--- src/rtl/regfile_wb_unit.sv ---
// regfile_wb_unit: write-back collector for the single regfile write port.
// Merges single-cycle ALU results with variable-latency loads held in an
// in-order queue, and drives a registered write port to the register file.
// Also provides a pending-load scoreboard so decode can stall.
// Optional feature macro: REGFILE_WB_BYPASS_EN. When it is defined, a load
// that arrives at an empty queue with no competing ALU write goes straight
// to the output register.
module regfile_wb_unit #(
    parameter int DEPTH  = 4,
    parameter int DATA_W = 32,
    parameter int ADDR_W = 5
) (
    input  logic                       clk,
    input  logic                       rst,
    input  logic                       alu_valid,
    input  logic [ADDR_W-1:0]          alu_rd,
    input  logic [DATA_W-1:0]          alu_data,
    input  logic                       ld_valid,
    output logic                       ld_ready,
    input  logic [ADDR_W-1:0]          ld_rd,
    input  logic [DATA_W-1:0]          ld_data,
    output logic                       wsig,
    output logic [ADDR_W-1:0]          wadd,
    output logic [DATA_W-1:0]          wdata,
    input  logic [ADDR_W-1:0]          pend_q1,
    input  logic [ADDR_W-1:0]          pend_q2,
    output logic                       pend_hit1,
    output logic                       pend_hit2,
    output logic [$clog2(DEPTH):0]     count
);

    localparam int PW = $clog2(DEPTH);
    localparam int CW = $clog2(DEPTH) + 1;

    // Queue storage; q_vld doubles as the kill mask for queued entries.
    logic [ADDR_W-1:0] q_rd   [DEPTH];
    logic [DATA_W-1:0] q_data [DEPTH];
    logic [DEPTH-1:0]  q_vld;
    logic [PW-1:0]     wr_ptr;
    logic [PW-1:0]     rd_ptr;

    // Output stage holds a load write (from queue or bypass) rather than ALU.
    logic out_ld;

    logic q_empty;
    logic alu_win;
    logic ld_accept;
    logic ld_live;
    logic pop;
    logic push;
    logic bypass;
    logic hit1;
    logic hit2;

    // Handshake depends only on registered occupancy, never on a same-cycle pop.
    assign ld_ready = rst && (count < CW'(DEPTH));

    // Arbitration and queue control decisions for this cycle.
    always_comb begin
        q_empty   = (count == '0);
        alu_win   = alu_valid && (alu_rd != '0);
        ld_accept = ld_valid && ld_ready;
        // A same-cycle load to the ALU's rd is older and therefore dead on arrival.
        ld_live   = ld_accept && (ld_rd != '0) && !(alu_win && (ld_rd == alu_rd));
        pop       = !alu_win && !q_empty;
`ifdef REGFILE_WB_BYPASS_EN
        bypass    = ld_live && q_empty && !alu_win;
`else
        bypass    = 1'b0;
`endif
        push      = ld_live && !bypass;
    end

    // Queue pointers, occupancy and valid/kill bits.
    always_ff @(posedge clk) begin
        if (!rst) begin
            wr_ptr <= '0;
            rd_ptr <= '0;
            count  <= '0;
            q_vld  <= '0;
        end else begin
            // Kill first; pop and push below never target a slot being killed
            // in a way that conflicts, since pop is suppressed when the ALU wins.
            for (int unsigned i = 0; i < DEPTH; i++) begin
                if (alu_win && (q_rd[PW'(i)] == alu_rd)) begin
                    q_vld[PW'(i)] <= 1'b0;
                end
            end
            if (pop) begin
                q_vld[rd_ptr] <= 1'b0;
                rd_ptr        <= rd_ptr + 1'b1;
            end
            if (push) begin
                q_vld[wr_ptr] <= 1'b1;
                wr_ptr        <= wr_ptr + 1'b1;
            end
            case ({push, pop})
                2'b10:   count <= count + 1'b1;
                2'b01:   count <= count - 1'b1;
                default: count <= count;
            endcase
        end
    end

    // Queue payload storage; contents are meaningful only under q_vld.
    always_ff @(posedge clk) begin
        if (push) begin
            q_rd[wr_ptr]   <= ld_rd;
            q_data[wr_ptr] <= ld_data;
        end
    end

    // Registered write port: ALU first, then queue head, then bypassed load.
    always_ff @(posedge clk) begin
        if (!rst) begin
            wsig   <= 1'b0;
            wadd   <= '0;
            wdata  <= '0;
            out_ld <= 1'b0;
        end else if (alu_win) begin
            wsig   <= 1'b1;
            wadd   <= alu_rd;
            wdata  <= alu_data;
            out_ld <= 1'b0;
        end else if (pop) begin
            // A killed head is still popped but produces no write.
            wsig   <= q_vld[rd_ptr];
            out_ld <= q_vld[rd_ptr];
            if (q_vld[rd_ptr]) begin
                wadd  <= q_rd[rd_ptr];
                wdata <= q_data[rd_ptr];
            end
        end else if (bypass) begin
            wsig   <= 1'b1;
            wadd   <= ld_rd;
            wdata  <= ld_data;
            out_ld <= 1'b1;
        end else begin
            wsig   <= 1'b0;
            out_ld <= 1'b0;
        end
    end

    // Scoreboard lookup over live queue entries plus a staged load write.
    always_comb begin
        hit1 = 1'b0;
        hit2 = 1'b0;
        for (int unsigned i = 0; i < DEPTH; i++) begin
            if (q_vld[PW'(i)] && (q_rd[PW'(i)] == pend_q1)) hit1 = 1'b1;
            if (q_vld[PW'(i)] && (q_rd[PW'(i)] == pend_q2)) hit2 = 1'b1;
        end
        if (wsig && out_ld && (wadd == pend_q1)) hit1 = 1'b1;
        if (wsig && out_ld && (wadd == pend_q2)) hit2 = 1'b1;
        pend_hit1 = rst && (pend_q1 != '0) && hit1;
        pend_hit2 = rst && (pend_q2 != '0) && hit2;
    end

    // Structural invariants of the queue and write port.
    a_count_bound : assert property (@(posedge clk) disable iff (!rst)
        count <= CW'(DEPTH));
    a_no_push_full : assert property (@(posedge clk) disable iff (!rst)
        push |-> (count < CW'(DEPTH)));
    a_no_r0_write : assert property (@(posedge clk) disable iff (!rst)
        wsig |-> (wadd != '0));

endmodule

--- config.mk ---
export PLATFORM = sky130hd
export DESIGN_NAME = regfile_wb_unit
export DESIGN_NICKNAME = d
export VERILOG_FILES = /design/src/rtl/regfile_wb_unit.sv
export SDC_FILE = /design/constraint.sdc
export NUM_CORES = 1
export LEC_CHECK = 0
export ABC_AREA = 1
export BUFFER_PORTS_ARGS = -buffer_cell sky130_fd_sc_hd__buf_2
export CAP_MARGIN = 10
export CORE_AREA = 2 2 153 125
export CTS_CLUSTER_SIZE = 12
export DETAILED_ROUTE_END_ITERATION = 6
export DIE_AREA = 0 0 155 127
export PLACE_DENSITY = 0.73
export SLEW_MARGIN = 30
export SYNTH_ARGS = -nofsm -noshare
export SYNTH_HDL_FRONTEND = slang
export SYNTH_SLANG_ARGS = --single-unit
--- constraint.sdc ---
create_clock -name clk -period 2.34 [get_ports clk]
set_input_delay 0.468 -clock clk [delete_from_list [all_inputs] [get_ports clk]]
set_output_delay 0.468 -clock clk [all_outputs]
set_load 0.02 [all_outputs]
==> reports/metrics.csv, run 1 <==
stage;metric;value;unit
drt;DR WL met3;1.68;mm
synthesis;Synth Area in Simple Gates;0.189;
floorplan;die area;19700;um^2
synthesis;Seq cells post-synth;200;
clocking;clk buf depth;2;
worst_setup_path;Crit path required time;1.87;ns
sta;fin crit share;0.967;
synthesis;post-synthesis sequential area ratio;0.593;
sta;final worst slack;0.0772;ns
layout;fraction of layout cells with a size suffix above 1;0.191;
layout;fill count;1504;
drt;total detailed-routing wirelength;23.0;mm
placement;PortBufs;131;
synthesis;Mapped Avg Cell Area;9.54;um^2
sta;crit path time final;2.26;ns
synthesis;Post-Synthesis Cells;970;
worst_setup_path;crit path max fanout;4;
synthesis;largest family of logic cells by synthesized area;simple AND/OR/NAND/NOR gates;
pwr;Leak Pwr;4.51;nW
clocking;Root Driver;clkbuf_16;
clocking;clk_lat worst skew;0.43;ns
drt;total number of vias;7310;
min_path;Worst Hold Class;input port to register;
worst_setup_path;Worst EP arrival;1.79;ns
drt;DR WL met2;10.7;mm
grt;initial antenna violation count;4;
sta;Pins Over Slew Limit;0;
sta;RSZ-0062 raised after global routing;false;
grt;GRT overflow;0;
sta;Setup-failing EPs final;0;
floorplan;Die X;155;um
clocking;TritonCTS Buffers;17;
pwr;Pwr per Cell Area;954;nW/um^2
clocking;clock slew at reported path FFs;0.07;ns
pwr;VDD IR max;0.567;mV
worst_setup_path;CP Launch Type;register;
synthesis;adder-cell share of the synthesized area;0.0143;
sta;Setup Skew;0.0108;ns
drt;Highest Signal Layer;met5;
synthesis;Ys Warns;0;
run_status;status;finished, final reports clean;
clocking;H-tree depth;4;
layout;Layout Nets;1208;
drt;via/cell ratio;5.40;
placement;pre-CTS worst setup slack;-0.0132;ns
synthesis;syn_nets;1068;
placement;DP HPWL;15.1;mm
floorplan;I/O Pins;132;
synthesis;xor/xnor share of the synthesized area;0.0284;
drt;drt wl/cell;17.0;um
synthesis;Compound-Gate Fraction of Synth Area;0.118;
drt;DRC;0;
flow_run;# Max-Cap Violations;0;
drt;M1 WL;10.1;mm
synthesis;Cell variety after synth;37;
sta;Hold WS;0.250;ns
placement;Placer Congestion;0.944;
sta;Slew HR;0.663;
sta;Tightest Pin Transition;0.505;ns
grt;vias in the first global route;7071;
floorplan;Starting Density;0.514;
grt;first-pass GRT wire length;36.3;mm
drt;DRT iter0 DRCs;627;
clocking;Sink Count;200;
synthesis;mux cell area share after synthesis;0;
synthesis;Post-Syn Area;9250;um^2
layout;Layout Utilization;0.600;
worst_setup_path;Worst setup EP type;output port;
clocking;CTS Hold Buffers Added;0;
sta;Max Fclk;0.442;GHz
grt;gr usage total;0.239;
drt;drt first pass iters;5;
clocking;CTS tree;built;
layout;area grow syn2layout;16.8;%
floorplan;CORE AREA;18000;um^2
sta;final hold vios;0;
worst_setup_path;critical path class;register to output port;
floorplan;row count;44;
grt;pin count of the biggest net entering global routing;54;
drt;antenna viol nets, final;0;
floorplan;Die Ht;127;um
## sequential cells by signal (all words and copies together) (netlist names), named ones only
| signal | flops |
|---|---|
| count | 3 |
| out_ld | 1 |
| q_data | 128 |
| q_rd | 20 |
| q_vld | 4 |
| rd_ptr | 2 |
| wadd | 5 |
| wdata | 32 |
| wr_ptr | 2 |
| wsig | 1 |
## cell type report
cell class | count | area (um^2) | area share
inverter | 54 | 215 | 0.0199
sequential | 200 | 5490 | 0.508
tap | 230 | 288 | 0.0266
multi-input combinational | 669 | 3240 | 0.300
antenna | 1 | 2.50 | 0.000232
timing repair buffer | 168 | 1020 | 0.0945
clock inverter | 13 | 119 | 0.0110
clock buffer | 19 | 433 | 0.0401
## metrics by stage
| stage | cell area (um^2) | setup TNS [ns] | cells | total power (W) |
|---|---|---|---|---|
| after global placement | 10200 | 0 | 1312 | 0.00752 |
| after CTS | 10700 | 0 | 1344 | 0.0103 |
| after floorplan | 9250 | 0 | 970 | 0.00667 |
| after detailed placement | 10200 | -0.0132 | 1312 | 0.00760 |
| after global routing | 10800 | 0 | 1354 | 0.0109 |
| final | 10800 | 0 | 1354 | 0.0103 |
## layer usage
layer,global-route usage,up-vias
li1,-,3573
met1,0.314,3398
met2,0.390,285
met3,0.0577,48
met4,0.0839,6
met5,0,-
## kinds of logic (layout without fill, tap and decap cells)
logic type                 Yosys count  count (layout)
adders and majority gates           10              10
DFF                                200             200
and+or+nand+nor                    426             426
buffers and inverters              101             254
other                                0               1
xor gates and xnor gates            30              30
AOI/OAI and AO/OA                  203             203
## synth_stat cells, drive strengths merged
library cell | number | area share
o21ai | 128 | 0.069
o21bai | 1 | 0.00081
xor2 | 13 | 0.012
xnor2 | 17 | 0.016
nand4 | 2 | 0.0014
o211ai | 3 | 0.0024
o211a | 1 | 0.0011
buf | 31 | 0.028
dfxtp | 52 | 0.11
edfxtp | 148 | 0.48
fa | 1 | 0.0022
clkbuf | 16 | 0.0068
o22ai | 41 | 0.028
nor3 | 7 | 0.0038
a21oi | 25 | 0.014
inv | 52 | 0.022
nor2 | 192 | 0.080
nand3b | 1 | 0.0022
clkinv | 2 | 0.00081
a22oi | 4 | 0.0032
nand2 | 191 | 0.082
ha | 9 | 0.012
nand3 | 33 | 0.020
## final timing paths
check / start / end / slack [ns] / cells after the start
max: q_rd[0][0]$_DFFE_PP_ / pend_hit2 / 0.08 / 8
min: ld_data[20] / q_data[3][20]$_DFFE_PP_ / 0.25 / 1
min reg2reg: wdata[5]$_SDFFE_PN0P_ / wdata[5]$_SDFFE_PN0P_ / 0.50 / 2
max reg2reg: count[2]$_SDFFE_PN0P_ / count[2]$_SDFFE_PN0P_ / 0.34 / 11
## worst max-delay path, cell delays in order (launching register included)
cell      delay (ns)
edfxtp_1        0.48
inv_2           0.15
o21ai_0         0.09
a21oi_1         0.18
nand3_1         0.09
nand3_1         0.10
nor2_1          0.05
nor2_1          0.08
buf_2           0.17
## timing repair
item                       CTS  global route
buffers inserted             0             9
setup endpoints to repair    0             2
gates resized for setup      0             3
## placed cells by master, fill, tap and decap left out, drive strengths merged, types with 2 or more instances in the layout
cell,instances
o21ai,128
nor3,7
dfxtp,52
edfxtp,148
nand2,191
a22oi,4
inv,57
a21oi,25
o22ai,41
buf,168
o211ai,3
ha,9
clkbuf,19
clkinv,8
xnor2,17
nor2,192
nand4,2
nand3,33
xor2,13
## power by group
part	internal, W	total (W)	leakage [nW]	switching, W
logic	0.00107	0.00320	2.47	0.00214
registers	0.00415	0.00435	1.77	0.000200
clock network	0.00148	0.00275	0.273	0.00127
No activity file was read; power rests on OpenSTA's default activity.
==> run 2: changes to the inputs <==
- REMOVE_ABC_BUFFERS: not set -> 1
==> reports/metrics.csv, run 2 (synthesis gave the netlist of run 1 again) <==
stage;metric;value;unit
run_status;status;finished, violations left;
run_status;failing checks;setup timing;
clocking;CTS tree;built;
pwr;Pwr per Cell Area;958;nW/um^2
drt;DRT iter0 DRCs;748;
worst_setup_path;worst reg2reg path startpoint;count[1]$_SDFFE_PN0P_;
min_path;hold path cells;1;
worst_setup_path;worst reg2reg path depth;11;
layout;fraction of layout cells with a size suffix above 1;0.211;
placement;Placer Congestion;0.954;
worst_setup_path;Worst EP arrival;1.89;ns
worst_setup_path;CP Launch Type;register;
worst_setup_path;worst reg2reg setup slack;0.46;ns
sta;Slew HR;0.660;
worst_setup_path;crit path max fanout;4;
sta;setup_tns;-0.0224;ns
clocking;CTS Hold Buffers Added;0;
grt;pin count of the biggest net entering global routing;51;
layout;Layout Nets;1226;
clocking;clock slew at reported path FFs;0.08;ns
drt;DRC;0;
pwr;VDD IR max;0.617;mV
flow_run;# Max-Cap Violations;0;
drt;via/cell ratio;5.38;
min_path;Worst Hold Class;input port to register;
grt;initial antenna violation count;3;
grt;vias in the first global route;6993;
sta;Setup Skew;0.0149;ns
layout;area grow syn2layout;18.8;%
placement;DP HPWL;15.9;mm
floorplan;Die X;155;um
min_path;Hold Crit Start;ld_data[25];
sta;Pins Over Slew Limit;0;
clocking;clk buf depth;2;
worst_setup_path;Worst setup EP type;output port;
layout;Largest regs;q_data x128, wdata x32, q_rd x20;
clocking;Root Driver;clkbuf_16;
clocking;H-tree depth;4;
sta;final worst slack;-0.0224;ns
floorplan;I/O Pins;132;
floorplan;CORE AREA;18000;um^2
worst_setup_path;Crit path required time;1.87;ns
sta;fin crit share;1.01;
grt;gr usage total;0.249;
sta;crit path time final;2.36;ns
layout;Largest register FFs;128;
sta;Tightest Pin Transition;0.510;ns
drt;antenna viol nets, final;0;
pwr;Leak Pwr;4.60;nW
sta;RSZ-0062 raised after global routing;true;
worst_setup_path;CP max stage delay;0.50;ns
floorplan;die area;19700;um^2
clocking;TritonCTS Buffers;17;
grt;first-pass GRT wire length;37.4;mm
worst_setup_path;most used cell, CP;nor2_1;
floorplan;Starting Density;0.514;
floorplan;Die Ht;127;um
drt;drt wl/cell;17.5;um
sta;final hold vios;0;
placement;PortBufs;131;
drt;drt first pass iters;5;
worst_setup_path;RR Endpoint;count[2]$_SDFFE_PN0P_;
sta;Max Fclk;0.423;GHz
clocking;clk_lat worst skew;0.44;ns
drt;total detailed-routing wirelength;24.1;mm
placement;pre-CTS worst setup slack;-0.121;ns
worst_setup_path;worst-path cell chain;xor2_1 -> nor2_1 -> nand3_1 -> nand3_1 -> nor2_1 -> nor2_1 -> buf_4;
worst_setup_path;CP max-delay cell;edfxtp_1;
grt;GRT overflow;0;
sta;Setup-failing EPs final;1;
layout;most frequent cells in the layout;189 x nor2_1, 187 x nand2_1, 148 x edfxtp_1, 129 x buf_2, 103 x o21ai_0;
floorplan;row count;44;
layout;commonest non-fill, non-tap cell in the layout;nor2_1;
worst_setup_path;critical path class;register to output port;
min_path;WHS Endpoint;q_data[0][25]$_DFFE_PP_;
clocking;Sink Count;200;
layout;most flop-heavy register;q_data;
drt;total number of vias;7392;
[run 2: cell types whose count changed in the layout (fill, tap and decap cells not counted), sizes merged]
cell      before  now
buf          168  186
clkinv         8    5
clkbuf        19   18
inv           57   58
diode          1    2
clkinvlp       1    4
[run 2: report_power, final]
group	internal (W)	switching (W)	leakage [nW]
registers	0.00415	0.000199	1.77
logic	0.00112	0.00217	2.55
clock network	0.00152	0.00137	0.275
[run 2: layout make-up]
type,instances,area (um^2)
Fill cell,1514,7010
Sequential cell,200,5490
Multi-Input combinational cell,669,3240
Timing Repair Buffer,186,1160
Clock buffer,18,429
Tap cell,230,288
Inverter,54,215
Clock inverter,14,161
Antenna cell,2,5.00
[run 2: how the worst max path moves through the flow]
stage,startpoint,to,slack [ns],cells past startpoint
after floorplan,register,wdata[11]$_SDFFE_PN0P_,-0.23,7
after global placement,alu_rd[1],count[2]$_SDFFE_PN0P_,-0.09,15
after detailed placement,alu_rd[0],count[2]$_SDFFE_PN0P_,-0.12,13
after CTS,q_rd[3][3]$_DFFE_PP_,pend_hit1,0.0004,7
after global routing,q_rd[3][3]$_DFFE_PP_,pend_hit1,-0.11,7
final,q_rd[3][3]$_DFFE_PP_,pend_hit1,-0.02,7
[run 2: metal layers]
layer / global-route usage / vias to the layer above / wire length [um]
li1: - / 3606 / -
met1: 0.344 / 3468 / 10600
met2: 0.393 / 282 / 11000
met3: 0.0692 / 34 / 2050
met4: 0.0659 / 2 / 418
met5: 0 / - / 15
[run 2: critical path, delay by kind of cell (launching register included)]
family / cells / cell delay [ns]
simple gates: 5 / 0.59
flops: 1 / 0.50
buf+inv: 1 / 0.18
xor+xnor: 1 / 0.18
[run 2: timing repair]
item | 4_1_cts | 5_1_grt
buffers inserted | 5 | 14
endpoints found under the setup margin | 1 | 2
pin swaps | 0 | 7
gates resized for setup | 1 | 6
[run 2: through the flow]
stage                     total power, W  area (um^2)  hold slack [ns]   util  cells
after floorplan                  0.00643         8930            0.480      -    923
after global placement           0.00763        10200            0.469  0.569   1320
after detailed placement         0.00770        10200            0.476  0.569   1320
after CTS                         0.0106        10900            0.224  0.604   1357
after global routing              0.0112        11000            0.226  0.610   1371
final                             0.0105        11000            0.237  0.611   1373
==> run 3: changes to the inputs <==
==> constraint.sdc (replaced) <==
create_clock -name clk -period 2.34 [get_ports clk]
set_input_delay 0.351 -clock clk [delete_from_list [all_inputs] [get_ports clk]]
set_output_delay 0.351 -clock clk [all_outputs]
set_load 0.02 [all_outputs]
==> reports/metrics.csv, run 3 (synthesis gave the netlist of run 1 again) <==
stage;metric;value;unit
run_status;status;finished, final reports clean;
worst_setup_path;Worst setup EP type;output port;
drt;DRT iter0 DRCs;648;
layout;fill count;1554;
worst_setup_path;crit path launch;q_rd[2][2]$_DFFE_PP_;
sta;Max Fclk;0.454;GHz
drt;drt wl/cell;17.5;um
clocking;clk buf depth;2;
layout;fraction of layout cells with a size suffix above 1;0.189;
sta;fin crit share;0.942;
placement;Placed Area;10100;um^2
min_path;Hold Crit Start;ld_data[20];
worst_setup_path;crit path max fanout;6;
floorplan;CORE AREA;18000;um^2
floorplan;Starting Density;0.514;
layout;Final Non-Filler Cells;1346;
placement;Placer Congestion;0.970;
sta;Tightest Pin Transition;0.569;ns
layout;Largest register FFs;128;
pwr;Leak Pwr;4.47;nW
clocking;H-tree depth;4;
sta;RSZ-0062 raised after global routing;false;
layout;commonest non-fill, non-tap cell in the layout;nor2_1;
sta;setup_tns;0;ns
layout;design area;10800;um^2
layout;Layout Nets;1199;
flow_run;# Max-Cap Violations;0;
drt;antenna viol nets, final;0;
grt;gr usage total;0.245;
floorplan;Die X;155;um
worst_setup_path;CP Launch Type;register;
layout;Largest regs;q_data x128, wdata x32, q_rd x20;
clocking;CTS tree;built;
drt;DRC;0;
placement;DP HPWL;15.3;mm
grt;first-pass GRT wire length;36.8;mm
drt;total number of vias;7252;
clocking;clk_lat worst skew;0.44;ns
drt;total detailed-routing wirelength;23.6;mm
clocking;TritonCTS Buffers;17;
clocking;Sink Count;200;
floorplan;Die Ht;127;um
floorplan;die area;19700;um^2
worst_setup_path;Crit path required time;1.99;ns
grt;pin count of the biggest net entering global routing;80;
layout;most frequent cells in the layout;190 x nor2_1, 187 x nand2_1, 148 x edfxtp_1, 131 x buf_2, 103 x o21ai_0;
grt;GRT overflow;0;
placement;PortBufs;131;
sta;Slew HR;0.621;
floorplan;I/O Pins;132;
worst_setup_path;critical path class;register to output port;
drt;drt first pass iters;5;
drt;via/cell ratio;5.39;
worst_setup_path;Worst EP arrival;1.85;ns
placement;placed insts;1310;
layout;most flop-heavy register;q_data;
sta;final hold vios;0;
min_path;Worst Hold Class;input port to register;
grt;initial antenna violation count;2;
worst_setup_path;worst reg2reg path startpoint;count[2]$_SDFFE_PN0P_;
grt;vias in the first global route;6761;
sta;crit path time final;2.20;ns
sta;Setup-failing EPs final;0;
sta;Setup Skew;0.0149;ns
layout;area grow syn2layout;16.4;%
pwr;VDD IR max;0.786;mV
clocking;Root Driver;clkbuf_16;
sta;Pins Over Slew Limit;0;
pwr;Pwr per Cell Area;978;nW/um^2
sta;Hold WS;0.127;ns
clocking;clock slew at reported path FFs;0.07;ns
floorplan;row count;44;
clocking;CTS Hold Buffers Added;0;
==> run 3: per-stage QoR <==
| step | utilization | setup WS, ns | total power, W |
|---|---|---|---|
| 3_3_place_gp | 0.563 | 0.105 | 0.00757 |
| 3_5_place_dp | 0.563 | 0.0820 | 0.00763 |
| 4_1_cts | 0.597 | 0.151 | 0.0106 |
| 6_report | 0.598 | 0.136 | 0.0105 |
| 2_1_floorplan | - | -0.234 | 0.00643 |
| 5_1_grt | 0.598 | 0.0384 | 0.0111 |
==> run 3: report_power, final <==
part / internal [W] / leakage [nW] / switching [W]
registers: 0.00415 / 1.77 / 0.000203
logic: 0.00106 / 2.41 / 0.00216
clock network: 0.00162 / 0.285 / 0.00134
total: 0.00682 / 4.47 / 0.00370
==> run 3: critical path: stages, from the launching register on <==
cell      delay, ns
edfxtp_1       0.55
nor2_1         0.09
nor3_1         0.27
nand3_1        0.11
nand3_1        0.11
nor2_1         0.05
nor2_1         0.08
buf_2          0.17
==> run 3: path summary, 6_finish.rpt <==
check        slack, ns  depth (start not counted)                 endpoint
min reg2reg       0.50                          2   wdata[29]$_SDFFE_PN0P_
min               0.13                          1  q_data[3][20]$_DFFE_PP_
max               0.14                          7                pend_hit1
max reg2reg       0.39                         11    count[2]$_SDFFE_PN0P_
==> run 3: layout make-up <==
class                           count  area (um^2)  share of cell area
Antenna cell                        2         5.00            0.000465
Clock buffer                       20          478              0.0444
Clock inverter                     12          126              0.0117
Inverter                           54          215              0.0200
Multi-Input combinational cell    669         3240               0.301
Sequential cell                   200         5490               0.510
Tap cell                          230          288              0.0267
Timing Repair Buffer              159          928              0.0862
==> run 3: routing by layer <==
layer | vias to the layer above | wire length, um | GRT usage | share of wire
li1 | 3560 | - | - | -
met1 | 3362 | 10700 | 0.352 | 0.45
met2 | 304 | 10500 | 0.370 | 0.44
met3 | 26 | 2090 | 0.0611 | 0.089
met4 | 0 | 301 | 0.0735 | 0.013
met5 | - | 0 | 0 | 0
==> run 3: what timing repair did <==
item                       4_1_cts  5_1_grt
buffers inserted                 0        2
resized for setup                0        1
setup endpoints to repair        0        1
